===== src/rtl/gpio_port_if.sv =====
// ============================================================================
//  Module   : gpio_port_if
//  Purpose  : CSR bus bundle between the CSR decoder (master) and a
//             peripheral register block (slave): 5-bit address, 8-bit write
//             data, write strobe and registered 8-bit read data.
//  Revision : 1.0  initial release
// ============================================================================
`default_nettype none

interface gpio_port_if;
  logic [4:0] csr_a;
  logic [7:0] csr_di;
  logic       csr_we;
  logic [7:0] csr_do;

  modport master (output csr_a, output csr_di, output csr_we, input  csr_do);
  modport slave  (input  csr_a, input  csr_di, input  csr_we, output csr_do);
endinterface

`default_nettype wire


===== src/rtl/gpio_port.sv =====
// ============================================================================
//  Module   : gpio_port
//  Purpose  : 8-bit GPIO block on the CSR bus. Per-pin output data and
//             output enable, synchronised pin readback, and (optionally)
//             per-pin any-edge interrupts with enable mask and W1C pending
//             bits folded into one registered level irq.
//  Options  : GPIO_IRQ_EN - when defined, builds IER/IPR, edge detection and
//             irq; when undefined, 0x3/0x4 read zero and irq is tied low.
//  Revision : 1.0  initial release
// ============================================================================
`default_nettype none

module gpio_port #(
  parameter logic [7:0] INIT_OUT = 8'h00,
  parameter logic [7:0] INIT_OE  = 8'h00
) (
  input  logic        clk,
  input  logic        rst,
  gpio_port_if.slave  bus,
  input  logic [7:0]  in,
  output logic [7:0]  out,
  output logic [7:0]  oe,
  output logic        irq
);

  localparam logic [4:0] c_ADDR_DIR = 5'h00;
  localparam logic [4:0] c_ADDR_OUT = 5'h01;
  localparam logic [4:0] c_ADDR_IN  = 5'h02;
`ifdef GPIO_IRQ_EN
  localparam logic [4:0] c_ADDR_IER = 5'h03;
  localparam logic [4:0] c_ADDR_IPR = 5'h04;
`endif

  logic [7:0] r_dir;
  logic [7:0] r_out;
  logic [7:0] r_sync1;
  logic [7:0] r_sync2;
  logic [7:0] r_do;
  logic [7:0] w_rd_data;
  logic [7:0] w_ier_rd;
  logic [7:0] w_ipr_rd;

  // Direction and output-data registers, written straight from the bus
  always_ff @(posedge clk) begin
    if (rst) begin
      r_dir <= INIT_OE;
      r_out <= INIT_OUT;
    end else if (bus.csr_we) begin
      if (bus.csr_a == c_ADDR_DIR) r_dir <= bus.csr_di;
      if (bus.csr_a == c_ADDR_OUT) r_out <= bus.csr_di;
    end
  end

  // Two-flop synchroniser for the asynchronous pin levels
  always_ff @(posedge clk) begin
    if (rst) begin
      r_sync1 <= 8'h00;
      r_sync2 <= 8'h00;
    end else begin
      r_sync1 <= in;
      r_sync2 <= r_sync1;
    end
  end

`ifdef GPIO_IRQ_EN
  logic [7:0] r_prev;
  logic [7:0] r_ier;
  logic [7:0] r_ipr;
  logic       r_irq;
  logic [7:0] w_edge;
  logic [7:0] w_clr;

  // Any change between consecutive synchronised samples is an edge
  assign w_edge = r_sync2 ^ r_prev;
  assign w_clr  = (bus.csr_we && (bus.csr_a == c_ADDR_IPR)) ? bus.csr_di : 8'h00;

  // Edge history, enable mask and pending bits; a new edge beats a W1C
  always_ff @(posedge clk) begin
    if (rst) begin
      r_prev <= 8'h00;
      r_ier  <= 8'h00;
      r_ipr  <= 8'h00;
    end else begin
      r_prev <= r_sync2;
      if (bus.csr_we && (bus.csr_a == c_ADDR_IER)) r_ier <= bus.csr_di;
      r_ipr <= (r_ipr & ~w_clr) | w_edge;
    end
  end

  // Registered interrupt level from enabled pending bits
  always_ff @(posedge clk) begin
    if (rst) r_irq <= 1'b0;
    else     r_irq <= |(r_ipr & r_ier);
  end

  assign w_ier_rd = r_ier;
  assign w_ipr_rd = r_ipr;
  assign irq      = r_irq;
`else
  assign w_ier_rd = 8'h00;
  assign w_ipr_rd = 8'h00;
  assign irq      = 1'b0;
`endif

  // Read-data multiplexer over the current register contents
  always_comb begin
    w_rd_data = 8'h00;
    case (bus.csr_a)
      c_ADDR_DIR: w_rd_data = r_dir;
      c_ADDR_OUT: w_rd_data = r_out;
      c_ADDR_IN:  w_rd_data = r_sync2;
      5'h03:      w_rd_data = w_ier_rd;
      5'h04:      w_rd_data = w_ipr_rd;
      default:    w_rd_data = 8'h00;
    endcase
  end

  // Read data is registered every cycle regardless of the write strobe
  always_ff @(posedge clk) begin
    if (rst) r_do <= 8'h00;
    else     r_do <= w_rd_data;
  end

  assign bus.csr_do = r_do;
  assign out        = r_out;
  assign oe         = r_dir;

endmodule

`default_nettype wire


===== src/flat_wrapper.sv =====
// flat-port wrapper written by rule: the top's interface ports become plain ports
module gpio_port_flat 
#(
  parameter logic [7:0] INIT_OUT = 8'h00,
  parameter logic [7:0] INIT_OE  = 8'h00
)
  (clk, rst, in, out, oe, irq, bus_csr_a, bus_csr_di, bus_csr_we, bus_csr_do);
  gpio_port_if bus_i ();
  input  logic clk;
  input  logic rst;
  input  logic [7:0] in;
  output logic [7:0] out;
  output logic [7:0] oe;
  output logic irq;
  input wire logic [$bits(bus_i.csr_a)-1:0] bus_csr_a;
  input wire logic [$bits(bus_i.csr_di)-1:0] bus_csr_di;
  input wire logic [$bits(bus_i.csr_we)-1:0] bus_csr_we;
  output wire logic [$bits(bus_i.csr_do)-1:0] bus_csr_do;
  assign bus_i.csr_a = bus_csr_a;
  assign bus_i.csr_di = bus_csr_di;
  assign bus_i.csr_we = bus_csr_we;
  assign bus_csr_do = bus_i.csr_do;
  gpio_port #(.INIT_OUT(INIT_OUT), .INIT_OE(INIT_OE)) u_core (.clk(clk), .rst(rst), .bus(bus_i), .in(in), .out(out), .oe(oe), .irq(irq));
endmodule

===== config.mk =====
export PLATFORM = sky130hd
export DESIGN_NAME = gpio_port_flat
export DESIGN_NICKNAME = d
export VERILOG_FILES = /design/src/rtl/gpio_port_if.sv /design/src/rtl/gpio_port.sv /design/src/flat_wrapper.sv
export SDC_FILE = /design/constraint.sdc
export NUM_CORES = 1
export LEC_CHECK = 0
export CAP_MARGIN = 20
export CORE_MARGIN = 2
export CORE_UTILIZATION = 48
export CTS_BUF_LIST = sky130_fd_sc_hd__clkbuf_16
export CTS_CLUSTER_DIAMETER = 200
export DETAILED_ROUTE_END_ITERATION = 6
export GPL_ROUTABILITY_DRIVEN = 0
export GPL_TIMING_DRIVEN = 0
export PLACE_DENSITY = 0.83
export SLEW_MARGIN = 20
export SYNTH_ARGS = -nofsm -noshare
export SYNTH_HDL_FRONTEND = slang
export SYNTH_SLANG_ARGS = --single-unit

===== constraint.sdc =====
create_clock -name clk -period 3.96 [get_ports clk]
set_input_delay 0.396 -clock clk [delete_from_list [all_inputs] [get_ports clk]]
set_output_delay 0.396 -clock clk [all_outputs]
set_load 0.05 [all_outputs]

==> results.ini <==
[finish]
final_cell_count_no_fill = 235
drive_gt1_frac = 0.115
mostFrequentLayoutCells = clkdlybuf4s50_1 (46), dfxtp_1 (40), nand2b_1 (24)
area.growth.synth_to_final_pct = 45.3
antenna_cells_inserted = 0
nNetsFinal = 214
final_common_cell = clkdlybuf4s50_1
post_route_utilization = 0.730

[logic_synthesis]
ys_ff_latch = 40
mappedNetlistArea_mm2 = 0.00152
netlist_instances = 137
synth_nets = 161
postSynthAreaPerCell_um2 = 11.1
seq_area_frac_synth = 0.527
ys.warnings.count = 0
synth_cell_types = 18

[power_and_ir_drop]
p_clk_frac = 0.479
intPower_w = 0.000744
leakagePower_nw = 0.837
swShare = 0.195
maximum_vdd_drop_mv = 0.336
combPwrFrac = 0.073
p_per_area_mw_per_mm2 = 419
p_total_w = 0.000925
total_switching_power_w = 0.000180
seq_power_share = 0.448

[sta]
timing.hold.ws_ps = 434
max_slew_margin = 0.481
post-route-period-util = 0.480
clock_skew_ps = 3.02
drv_slew = 0
tightestPinTransition_ps = 772
finalWorstPathRequiredPeriod_ps = 1900
fin_tns_setup_ps = 0
endpoints_failing_setup = 0
max_freq_mhz = 526
rsz0062_at_grt = false
number_of_hold_violations_in_the_final_report = 0

[place]
dp_cells = 227
detailed_place_hpwl_um = 2310
port_buffers = 46

[route]
antenna_left = 0
detailroute.via_count = 1127
wire_per_inst_um = 13.9
via_per_inst = 4.80
maxUsedRoutingLayer = met4
route.met3.wl_um = 188
starting_drc_count_in_detailed_routing = 51
met2_wirelength_um = 1620
remaining_drc_errors = 0
detail_route.wirelength_um = 3260
drt-met1-wl_um = 1380
drtPass1Iterations = 4

[cts]
cts_tree = yes
cts.path.max_buffers = 2
clock-sinks = 40
clk_pin_slew_worst_paths_ps = 60
clock_insertion_delay_at_the_later_pin_of_the_skew_report_ps = 280
ctsHoldBuffers = 0
cts.root.buffer_cell = clkbuf_16
tritoncts.num_buffers = 5
cts.htree.levels = 2
cts_resized = 0
cts.repair_timing.setup_buffer_count = 0

[min_path]
min-delay-path-class = register to register

[grt]
maximum_number_of_pins_on_one_net_before_global_route_repair = 14
grt_antenna_before_repair = 0
grt.overflow.total = 0
global_route_wire_length_before_repair_um = 5080
global_route_total_usage_across_every_layer = 0.198
first_global_vias = 1104

[floorplan]
die_y_um = 60.3
area_of_the_die_mm2 = 0.00363
initial_utilization = 0.502
rows = 20
design.core.area_mm2 = 0.00303
design.portCount = 49
die_x_um = 60.3

[setup_path]
critPathMaxFanout = 10
cpPeakStageDelay_ps = 580
cp_data_arrival_time_ps = 2110
worstSetupEndpointType = register
path_class = input pin to register
cp.required_ps = 4170
crit_path_start_kind = input pin
path_cells = clkdlybuf4s50_1, nor4_4, and3_1, buf_6, mux2i_1
critical-path-slowest-cell = nor4_4

[run]
drv.max_cap_violation_count = 0

[run_status]
run_status = completed

==> through the flow <==
step | instance area (µm²) | setup slack, ps
global route | 2210 | 1930
global placement | 2040 | 1750
floorplan | 1520 | 2430
detailed placement | 2040 | 1780
CTS | 2210 | 2060
finish | 2210 | 2060
==> sequential cells by signal (all words and copies together) (netlist names) <==
register,flops
u_core.bus.csr_do,8
u_core.oe,8
u_core.out,8
u_core.r_sync1,8
u_core.r_sync2,8
==> metal layers <==
layer,up-vias,GRT usage
li1,567,-
met1,509,0.222
met2,43,0.346
met3,8,0.0476
met4,0,0.0952
met5,-,0
==> path summary, 6_finish.rpt <==
check,start,to,slack [ps],cells after the start
setup / recovery,bus_csr_a[4],u_core.out[5],2060,5
hold / removal,u_core.r_sync1[7],u_core.r_sync2[7],430,1
setup reg to reg,u_core.oe[2],u_core.bus.csr_do[2],3010,3
hold reg to reg,u_core.r_sync1[7],u_core.r_sync2[7],430,1
==> kinds of logic (layout without fill, tap and decap cells) <==
| kind of cell | after synthesis | after routing | share of synthesized area |
|---|---|---|---|
| DFF | 40 | 40 | 0.527 |
| other | 1 | 1 | 0.00247 |
| AOI/OAI and AO/OA | 9 | 9 | 0.0494 |
| buffers and inverters | 9 | 63 | 0.0395 |
| and+or+nand+nor | 54 | 54 | 0.217 |
| muxes | 24 | 24 | 0.165 |
==> power by group through the flow <==
stage / logic (W) / registers (W) / clock network (W)
finish: 0.0000674 / 0.000414 / 0.000443
global route: 0.0000722 / 0.000415 / 0.000465
CTS: 0.0000678 / 0.000414 / 0.000450
detailed placement: 0.0000670 / 0.000423 / 0
global placement: 0.0000651 / 0.000422 / 0
floorplan: 0.0000302 / 0.000426 / 0
==> worst max-delay path, delay by kind of cell <==
kind	cells	cell delay (ps)
mux	1	200
buf+inv	2	660
simple gates	2	840
==> layout make-up <==
class	instances	area, µm²
clock buffer	5	125
multi-input combinational	88	666
sequential	40	801
tap	44	55.1
fill	219	818
buffer	9	60.1
clock inverter	3	42.5
timing repair buffer	46	460
==> synthesized netlist by cell type (all sizes together) <==
master  number  area, µm²
dfxtp       40        801
nand2b      24        150
mux2i       16        160
nor2b       16        100
a32oi        8       70.1
mux2         8       90.1
nor2         8       30.0
clkbuf       5       18.8
buf          4       41.3
nor4         2       27.5
a21oi        1       5.00
and3         1       6.26
conb         1       3.75
nand2        1       3.75
nand3b       1       7.51
nor3         1       5.00
(Power assumes the default switching activity.)
